## config.mk

```make
export PLATFORM = sky130hd
export DESIGN_NAME = turfio_ps_scan
export DESIGN_NICKNAME = d
export VERILOG_FILES = /design/src/rtl/turfio_ps_scan.sv
export SDC_FILE = /design/constraint.sdc
export NUM_CORES = 1
export LEC_CHECK = 0
export ABC_AREA = 1
export CAP_MARGIN = 20
export CORE_ASPECT_RATIO = 0.7
export CORE_MARGIN = 10
export CORE_UTILIZATION = 61
export DETAILED_ROUTE_END_ITERATION = 10
export PLACE_DENSITY = 0.86
export SLEW_MARGIN = 5
export SYNTH_ARGS = -nofsm -noshare
export SYNTH_HDL_FRONTEND = slang
export SYNTH_SLANG_ARGS = --single-unit
```

## constraint.sdc

```tcl
create_clock -name ps_clk_i -period 4.8 [get_ports ps_clk_i]
set_input_delay 0.48 -clock ps_clk_i [delete_from_list [all_inputs] [get_ports ps_clk_i]]
set_output_delay 0.48 -clock ps_clk_i [all_outputs]
set_load 0.02 [all_outputs]
```

## src/rtl/turfio_ps_scan.sv

```systemverilog
// turfio_ps_scan: MMCM fine-phase-shift controller for TURFIO RXCLK alignment.
// Accepts step / sweep / goto commands, drives the MMCM PSEN/PSINCDEC handshake,
// tracks the current phase position modulo one RXCLK period, and during a sweep
// records the first 0->1 transition of the phase-detector sample.
// Optional build macro TURFIO_PS_SCAN_DEC_EN: enables decrementing steps
// (signed step argument) and shortest-direction goto.
module turfio_ps_scan #(
    parameter int STEPS_PER_CYCLE = 672,
    parameter int NSTEP_BITS      = 10,
    parameter int NSETTLE         = 16,
    parameter int DONE_TIMEOUT    = 64
) (
    input  logic                  ps_clk_i,
    input  logic                  rst_i,
    input  logic                  mmcm_locked_i,
    input  logic                  cmd_valid_i,
    output logic                  cmd_ready_o,
    input  logic [1:0]            cmd_op_i,
    input  logic [NSTEP_BITS-1:0] cmd_arg_i,
    input  logic                  sample_i,
    output logic                  ps_en_o,
    output logic                  ps_incdec_o,
    input  logic                  ps_done_i,
    output logic [NSTEP_BITS-1:0] pos_o,
    output logic [NSTEP_BITS-1:0] edge_o,
    output logic                  edge_valid_o,
    output logic                  busy_o,
    output logic                  err_o
);

    localparam logic [NSTEP_BITS-1:0] SPC_N = NSTEP_BITS'(STEPS_PER_CYCLE);
    localparam logic [NSTEP_BITS-1:0] SMAX  = NSTEP_BITS'(STEPS_PER_CYCLE - 1);
    localparam int TMAX = (NSETTLE > DONE_TIMEOUT) ? NSETTLE : DONE_TIMEOUT;
    localparam int TW   = $clog2(TMAX + 1);

    typedef enum logic [2:0] {IDLE, ISSUE, WAIT_DONE, SETTLE, SAMPLE} state_t;

    state_t                state;
    logic [NSTEP_BITS-1:0] remaining;   // steps still to issue in this command
    logic [TW-1:0]         timer;       // shared by done timeout and settle delay
    logic                  dec;         // direction of the current command
    logic                  sweeping;
    logic                  prev;        // previous phase-detector sample in a sweep

    logic [NSTEP_BITS-1:0] cnt_sel, up_dist, pos_up, pos_dn;
    logic                  dec_sel, err_sel;

    // The position register is the only view of the MMCM phase, so outputs are
    // plain decodes of the state register.
    assign cmd_ready_o = (state == IDLE) && mmcm_locked_i;
    assign busy_o      = (state != IDLE);
    assign ps_en_o     = (state == ISSUE);

`ifdef TURFIO_PS_SCAN_DEC_EN
    assign ps_incdec_o = ~dec;
`else
    assign ps_incdec_o = 1'b1;
`endif

    // Neighbouring positions, wrapping at one RXCLK period.
    assign pos_up = (pos_o == SMAX) ? '0 : pos_o + NSTEP_BITS'(1);
    assign pos_dn = (pos_o == '0) ? SMAX : pos_o - NSTEP_BITS'(1);

    // Forward distance to the goto target; intermediate wrap in NSTEP_BITS is
    // harmless because the true result is always below STEPS_PER_CYCLE.
    assign up_dist = (cmd_arg_i >= pos_o) ? cmd_arg_i - pos_o
                                          : cmd_arg_i + SPC_N - pos_o;

`ifdef TURFIO_PS_SCAN_DEC_EN
    logic [NSTEP_BITS-1:0] dn_dist;
    assign dn_dist = (pos_o >= cmd_arg_i) ? pos_o - cmd_arg_i
                                          : pos_o + SPC_N - cmd_arg_i;
`endif

    // Decode the offered command into step count, direction and error.
    always_comb begin
        cnt_sel = '0;
        dec_sel = 1'b0;
        err_sel = 1'b0;
        case (cmd_op_i)
            2'b00: begin
`ifdef TURFIO_PS_SCAN_DEC_EN
                dec_sel = cmd_arg_i[NSTEP_BITS-1];
                cnt_sel = dec_sel ? (~cmd_arg_i + NSTEP_BITS'(1)) : cmd_arg_i;
`else
                cnt_sel = cmd_arg_i;
`endif
            end
            2'b01: cnt_sel = SPC_N;
            2'b10: begin
                if (cmd_arg_i >= SPC_N) err_sel = 1'b1;
`ifdef TURFIO_PS_SCAN_DEC_EN
                else if (dn_dist < up_dist) begin
                    dec_sel = 1'b1;
                    cnt_sel = dn_dist;
                end
`endif
                else cnt_sel = up_dist;
            end
            default: err_sel = 1'b1;
        endcase
    end

    // Command FSM: issue one PSEN per step, wait for PSDONE, settle and sample on sweeps.
    always_ff @(posedge ps_clk_i) begin
        if (rst_i) begin
            state        <= IDLE;
            pos_o        <= '0;
            edge_o       <= '0;
            edge_valid_o <= 1'b0;
            err_o        <= 1'b0;
            remaining    <= '0;
            timer        <= '0;
            dec          <= 1'b0;
            sweeping     <= 1'b0;
            prev         <= 1'b0;
        end else if (!mmcm_locked_i) begin
            // Losing lock resets the MMCM phase, so our notion of position is void.
            state        <= IDLE;
            pos_o        <= '0;
            edge_valid_o <= 1'b0;
        end else begin
            case (state)
                IDLE: begin
                    if (cmd_valid_i) begin
                        err_o     <= err_sel;
                        dec       <= dec_sel;
                        remaining <= cnt_sel;
                        sweeping  <= (cmd_op_i == 2'b01);
                        if (cmd_op_i == 2'b01) begin
                            edge_valid_o <= 1'b0;
                            prev         <= sample_i;  // sample at the starting position
                        end
                        if (!err_sel && cnt_sel != '0) state <= ISSUE;
                    end
                end
                ISSUE: begin
                    timer <= '0;
                    state <= WAIT_DONE;
                end
                WAIT_DONE: begin
                    if (ps_done_i) begin
                        pos_o     <= dec ? pos_dn : pos_up;
                        remaining <= remaining - NSTEP_BITS'(1);
                        timer     <= '0;
                        if (sweeping)                          state <= SETTLE;
                        else if (remaining == NSTEP_BITS'(1))  state <= IDLE;
                        else                                   state <= ISSUE;
                    end else if (timer == TW'(DONE_TIMEOUT - 1)) begin
                        err_o <= 1'b1;
                        state <= IDLE;
                    end else begin
                        timer <= timer + TW'(1);
                    end
                end
                SETTLE: begin
                    if (timer == TW'(NSETTLE - 1)) state <= SAMPLE;
                    else                           timer <= timer + TW'(1);
                end
                SAMPLE: begin
                    // Only the first rising transition of the sweep is kept.
                    if (!edge_valid_o && !prev && sample_i) begin
                        edge_o       <= pos_o;
                        edge_valid_o <= 1'b1;
                    end
                    prev  <= sample_i;
                    state <= (remaining == '0) ? IDLE : ISSUE;
                end
                default: state <= IDLE;
            endcase
        end
    end

endmodule
```

==> flow_metrics.py, run 1 <==
metrics = {
    "synth": {
        "syn_avg_cell_area_sq_um": 6.548,
        "synth_warnings": 0,
        "synth_top_family_by_area": "simple AND/OR/NAND/NOR gates",
        "synth_area_sq_mm": 0.003568,
        "ys_types": 39,
        "synthCells": 545,
        "yosysSeqAreaShare": 0.2468,
        "synth-simple-area-share": 0.3380,
        "ys_seq_elements": 44,
        "synth_fa_ha_area_frac": 0.1255,
        "synth.net_count": 594,
        "synth_mux_area_frac": 0,
        "synth_compound_area_frac": 0.1441,
        "synthXorXnorAreaFrac": 0.03927,
    },
    "cells_and_area": {
        "final_cell_mix": "nand2_1, inv_1, nor2_1",
        "layout-drive-gt1-share": 0.05111,
        "nNetsFinal": 635,
        "diodes": 0,
        "fin_cells": 662,
        "mostFrequentLayoutCell": "nand2_1",
        "area_growth_pct": 16.65,
        "fin_util": 0.7306,
    },
    "clock_tree": {
        "clkSinkCount": 44,
        "post_cts_buffers": 0,
        "max-clock-path-buffers": 2,
        "clockRootBuffer": "clkbuf_8",
        "cts_max_level": 2,
        "cts_buffers": 5,
        "clk_pin_slew_ns": 0.08,
        "cts_hold_buf": 0,
        "tritoncts": "done",
        "clock_latency_ns": 0.30,
        "cts_resized": 0,
    },
    "worst_hold_path": {
        "hold_path.class": "reg -> reg",
        "hp-start": "remaining[9]",
    },
    "setup_path": {
        "critPathCaptureType": "register",
        "crit_start": "cmd_arg_i[1]",
        "start_kind": "input pin",
        "worstSetupPathType": "in -> reg",
        "path_max_fanout": 3,
        "r2r-start": "pos_o[1]",
        "arrival_ns": 3.25,
        "cp.required_ns": 5.00,
    },
    "timing": {
        "hold_violations": 0,
        "setup_viol": 0,
        "slew-limit-headroom": 0.4693,
        "timing.hold.ws_ns": 0.4992,
        "rsz0062_at_grt": "no",
        "finalCritPeriodShare": 0.6356,
        "maxSlewViolCount": 0,
        "worst_slew_pin_slew_ns": 0.7960,
        "skew_ns": 0.006394,
        "fmax_mhz": 327.8,
        "finalCriticalPeriod_ns": 3.051,
        "tns_ns": 0,
    },
    "floorplanning": {
        "die_h_microns": 83.99,
        "rows": 23,
        "die_w_microns": 111.4,
        "initial_core_util": 0.6263,
        "ios": 44,
        "die-area_sq_mm": 0.009358,
        "core_sq_mm": 0.005698,
    },
    "power": {
        "max-vdd-ir-drop_mv": 0.1902,
        "powerDensity_mw_per_mm2": 223.3,
        "p_sw_mw": 0.2926,
        "cell_internal_pwr_mw": 0.6370,
        "sw_frac_of_total": 0.3148,
        "seq_power_share": 0.413,
        "pwr-share-comb": 0.260,
        "leakage_nw": 1.839,
        "power.share.clock": 0.326,
    },
    "placement": {
        "hpwl_microns": 8130,
        "place.gp.congestion": 0.9619,
        "io_buffers": 42,
        "dp_cells": 653,
    },
    "grt": {
        "grt_pass1_wl_microns": 16910,
        "antenna_found_initial": 0,
        "grt_pass1_vias": 3583,
        "grt_usage": 0.2115,
        "grt_max_degree": 21,
        "grt_overflow": 0,
    },
    "routing": {
        "avgViaCountPerCell": 5.675,
        "ant_nets": 0,
        "drt-initial-drc-count": 309,
        "wirelength_microns": 10140,
        "detail_route.wl_per_cell_microns": 15.32,
        "vias": 3757,
        "dr.pass1.iters": 5,
        "drc": 0,
    },
    "run_status": {
        "status": "finished clean",
    },
    "job": {
        "drv_cap": 0,
    },
}
## cells by family (layout without fill, tap and decap cells)
kind of cell | Yosys count | count (layout)
flip-flops | 44 | 44
XOR/XNOR | 16 | 16
adder cells (fa/ha/maj) | 31 | 31
other | 1 | 1
AND/OR/NAND/NOR | 266 | 266
AO/OA/AOI/OAI | 91 | 91
buffers and inverters | 96 | 138
## flip-flops by register name (all words and copies together) (netlist names)
signal	flops
pos_o	10
timer	7
edge_o	10
err_o	1
state	3
prev	1
sweeping	1
edge_valid_o	1
remaining	10
## path summary, 6_finish.rpt
path	end	slack [ns]	cells past startpoint
worst max-delay path	state[2]	1.75	18
worst min-delay path	remaining[9]	0.50	2
worst max register to register	state[2]	1.81	18
worst min register to register	remaining[9]	0.50	2
## power by group through the flow
stage               Combinational [mW]  Sequential, mW  Clock (mW)
floorplan                        0.171           0.391           0
global placement                 0.230           0.392           0
detailed placement               0.235           0.392           0
CTS                              0.237           0.384       0.305
global route                     0.271           0.386       0.317
finish                           0.242           0.384       0.303
## cells in the mapped netlist (all sizes together)
library cell  count  share of area
a211oi            3         0.0063
a21oi            40          0.059
a221oi            3         0.0074
a31oi             5         0.0088
and2              2         0.0035
buf               3         0.0074
clkbuf            6         0.0063
conb              1         0.0011
dfxtp            44           0.25
fa                8          0.045
ha               23          0.081
inv              87          0.092
nand2           129           0.14
nand3            41          0.060
nand3b            6          0.013
nand4             2         0.0035
nor2             67          0.079
nor3             14          0.024
nor3b             3         0.0063
nor4              2         0.0053
o21ai            35          0.049
o21bai            1         0.0021
o221ai            1         0.0025
o22ai             1         0.0018
o41ai             2         0.0070
xnor2             8          0.020
xor2              8          0.020
## area by class of cell
class	count	area (sq um)
multi-input combinational	405	2312
clock inverter	2	38.79
sequential	44	880.8
inverter	87	326.6
tap	75	93.84
timing repair buffer	43	427.9
fill	473	1535
clock buffer	6	82.58
## routing by layer
| layer | up-vias | track usage | wire, microns | share of wire |
|---|---|---|---|---|
| li1 | 1832 | - | - | - |
| met1 | 1714 | 0.2831 | 4731 | 0.47 |
| met2 | 192 | 0.3170 | 4233 | 0.42 |
| met3 | 19 | 0.06322 | 1027 | 0.10 |
| met4 | 0 | 0.06286 | 147 | 0.014 |
| met5 | - | 0 | 0 | 0 |
## metrics by stage
stage | area, sq um | power [mW] | setup slack [ns]
2_1_floorplan | 3568 | 0.5614 | 2.175
6_report | 4163 | 0.9296 | 1.749
3_3_place_gp | 4034 | 0.6221 | 1.497
4_1_cts | 4155 | 0.9256 | 1.820
5_1_grt | 4163 | 0.9740 | 1.543
3_5_place_dp | 4034 | 0.6277 | 1.503
## worst max-delay path: stages
cell and delay, ns:
clkdlybuf4s50_1 0.48, ha_1 0.36, ha_1 0.27, fa_1 0.42, nand3_1 0.11, nand3_1 0.15, nand2_1 0.16, nand3b_1 0.08
nand2_1 0.08, nand2_1 0.05, nand3_1 0.09, nand2_1 0.10, nor2_1 0.10, nand3_1 0.08, nand2_1 0.07, nand2_1 0.05
nand3_1 0.06, inv_1 0.04
(Power assumes the default switching activity.)
==> inputs of run 2 (changes only) <==
--- a/config.mk
+++ b/config.mk
@@ -9,9 +9,9 @@
 export CAP_MARGIN = 20
 export CORE_ASPECT_RATIO = 0.7
 export CORE_MARGIN = 10
-export CORE_UTILIZATION = 61
+export CORE_UTILIZATION = 57
 export DETAILED_ROUTE_END_ITERATION = 10
-export PLACE_DENSITY = 0.86
+export PLACE_DENSITY = 0.82
 export SLEW_MARGIN = 5
 export SYNTH_ARGS = -nofsm -noshare
 export SYNTH_HDL_FRONTEND = slang
==> constraint.sdc (replaced) <==
create_clock -name ps_clk_i -period 3.1 [get_ports ps_clk_i]
set_input_delay 0.31 -clock ps_clk_i [delete_from_list [all_inputs] [get_ports ps_clk_i]]
set_output_delay 0.31 -clock ps_clk_i [all_outputs]
set_load 0.02 [all_outputs]
==> flow_metrics.py, run 2 (synthesis gave the netlist of run 1 again) <==
metrics = {
    "timing": {
        "rsz0062_at_grt": "no",
        "finalCritPeriodShare": 0.8973,
        "timing.hold.ws_ns": 0.4903,
        "finalCriticalPeriod_ns": 2.782,
        "tns_ns": 0,
        "skew_ns": 0.01220,
        "fmax_mhz": 359.5,
        "hold_violations": 0,
        "slew-limit-headroom": 0.3578,
        "finalWorstSetupSlack_ns": 0.3185,
        "setup_viol": 0,
        "worst_slew_pin_slew_ns": 0.9598,
        "maxSlewViolCount": 0,
    },
    "placement": {
        "pre_cts_slack_ns": 0.05359,
        "place.gp.congestion": 1.070,
        "hpwl_microns": 7976,
        "io_buffers": 42,
        "dp_cells": 659,
        "placed_area_sq_mm": 0.004060,
    },
    "cells_and_area": {
        "fin_util": 0.6728,
        "finalInstanceArea_sq_mm": 0.004141,
        "final_cell_mix": "nand2_1, inv_1, nor2_1",
        "fin_cells": 666,
        "fill_cells": 566,
        "multiInputGateArea_sq_mm": 0.002312,
        "area_growth_pct": 16.06,
        "mostFrequentLayoutCell": "nand2_1",
        "layout-drive-gt1-share": 0.05272,
        "largestRegisters": "edge_o (10), pos_o (10), remaining (10)",
        "diodes": 0,
        "regArea_sq_um": 880.8,
        "nNetsFinal": 637,
    },
    "floorplanning": {
        "die-area_sq_mm": 0.009876,
        "initial_core_util": 0.5797,
        "die_w_microns": 114.6,
        "die_h_microns": 86.20,
        "rows": 24,
        "ios": 44,
        "core_sq_mm": 0.006156,
    },
    "routing": {
        "vias": 3664,
        "dr.pass1.iters": 5,
        "avgViaCountPerCell": 5.502,
        "ant_nets": 0,
        "detail_route.wl_per_cell_microns": 14.78,
        "drt-initial-drc-count": 287,
        "wirelength_microns": 9842,
        "drc": 0,
    },
    "power": {
        "report.power.total_mw": 1.328,
        "sw_frac_of_total": 0.3393,
        "powerDensity_mw_per_mm2": 320.7,
        "leakage_nw": 1.828,
        "pwr-share-comb": 0.281,
        "p_sw_mw": 0.4506,
        "cell_internal_pwr_mw": 0.8774,
        "seq_power_share": 0.447,
        "power.share.clock": 0.272,
        "max-vdd-ir-drop_mv": 0.1768,
    },
    "clock_tree": {
        "clkSinkCount": 44,
        "max-clock-path-buffers": 2,
        "clock_latency_ns": 0.30,
        "cts_resized": 0,
        "post_cts_buffers": 0,
        "tritoncts": "done",
        "cts_buffers": 5,
        "clockRootBuffer": "clkbuf_8",
        "clk_pin_slew_ns": 0.08,
        "cts_hold_buf": 0,
        "cts_max_level": 2,
    },
    "grt": {
        "grt_overflow": 0,
        "grt_pass1_wl_microns": 16680,
        "grt_usage": 0.2021,
        "grt_max_degree": 21,
        "grt_pass1_vias": 3420,
        "antenna_found_initial": 0,
    },
    "setup_path": {
        "cp_slowest_cell": "clkdlybuf4s50_1",
        "critPathCaptureType": "register",
        "start_kind": "input pin",
        "arrival_ns": 2.98,
        "path_max_fanout": 3,
        "max_stage_delay_ns": 0.46,
        "worstSetupPathType": "in -> reg",
        "crit_path_frequent_cell": "nand2_1",
        "crit_chain": "clkdlybuf4s50_1, ha_1, ha_1, fa_1, nand3_1, nand3_1, nand2_1, nand3b_1, nand2_1, nand2_1, nand3_1, nand2_1, nor2_1, nand3_1, nand2_1, nand2_1, nand3_1, inv_1",
        "cp.required_ns": 3.30,
    },
    "job": {
        "drv_cap": 0,
    },
    "worst_hold_path": {
        "hold_path.class": "reg -> reg",
    },
    "run_status": {
        "status": "finished clean",
    },
}
## run 2: changes by cell type in the layout (fill, tap and decap cells not counted)
| cell | before | now |
|---|---|---|
| clkinvlp_4 | 0 | 1 |
| buf_4 | 1 | 3 |
| clkinv_2 | 0 | 1 |
| bufinv_16 | 1 | 0 |
| clkinv_4 | 1 | 0 |
| clkbuf_8 | 6 | 5 |
## run 2: worst max-delay path: cells and delay by family
family | cells | cell delay, ns
buffers and inverters | 2 | 0.50
and+or+nand+nor | 13 | 1.14
adders and majority gates | 3 | 1.02
## run 2: layout make-up
cell class,count,share of cell area
multi-input combinational,405,0.5583
sequential,44,0.2127
timing repair buffer,45,0.1069
inverter,87,0.07885
tap,78,0.02356
clock buffer,5,0.01662
clock inverter,2,0.003021
## run 2: path summary, 6_finish.rpt
check | endpoint | depth (start not counted) | startpoint | slack, ns
worst min register to register | remaining[8] | 2 | remaining[8] | 0.49
worst max register to register | state[2] | 18 | pos_o[1] | 0.36
worst min-delay path | remaining[8] | 2 | remaining[8] | 0.49
worst max-delay path | state[2] | 18 | cmd_arg_i[1] | 0.32
## run 2: power groups by stage
stage	Combinational, mW	Clock [mW]	Sequential [mW]
after floorplan	0.264	0	0.605
after global placement	0.361	0	0.606
after detailed placement	0.367	0	0.607
after CTS	0.368	0.365	0.593
after global routing	0.420	0.383	0.596
final	0.373	0.361	0.594
## run 2: routing by layer
layer,vias up,part of all wire,track usage
met5,-,0,0
met4,0,0.015,0.05562
met3,18,0.10,0.05728
met2,154,0.40,0.2801
met1,1656,0.49,0.2946
li1,1836,-,-
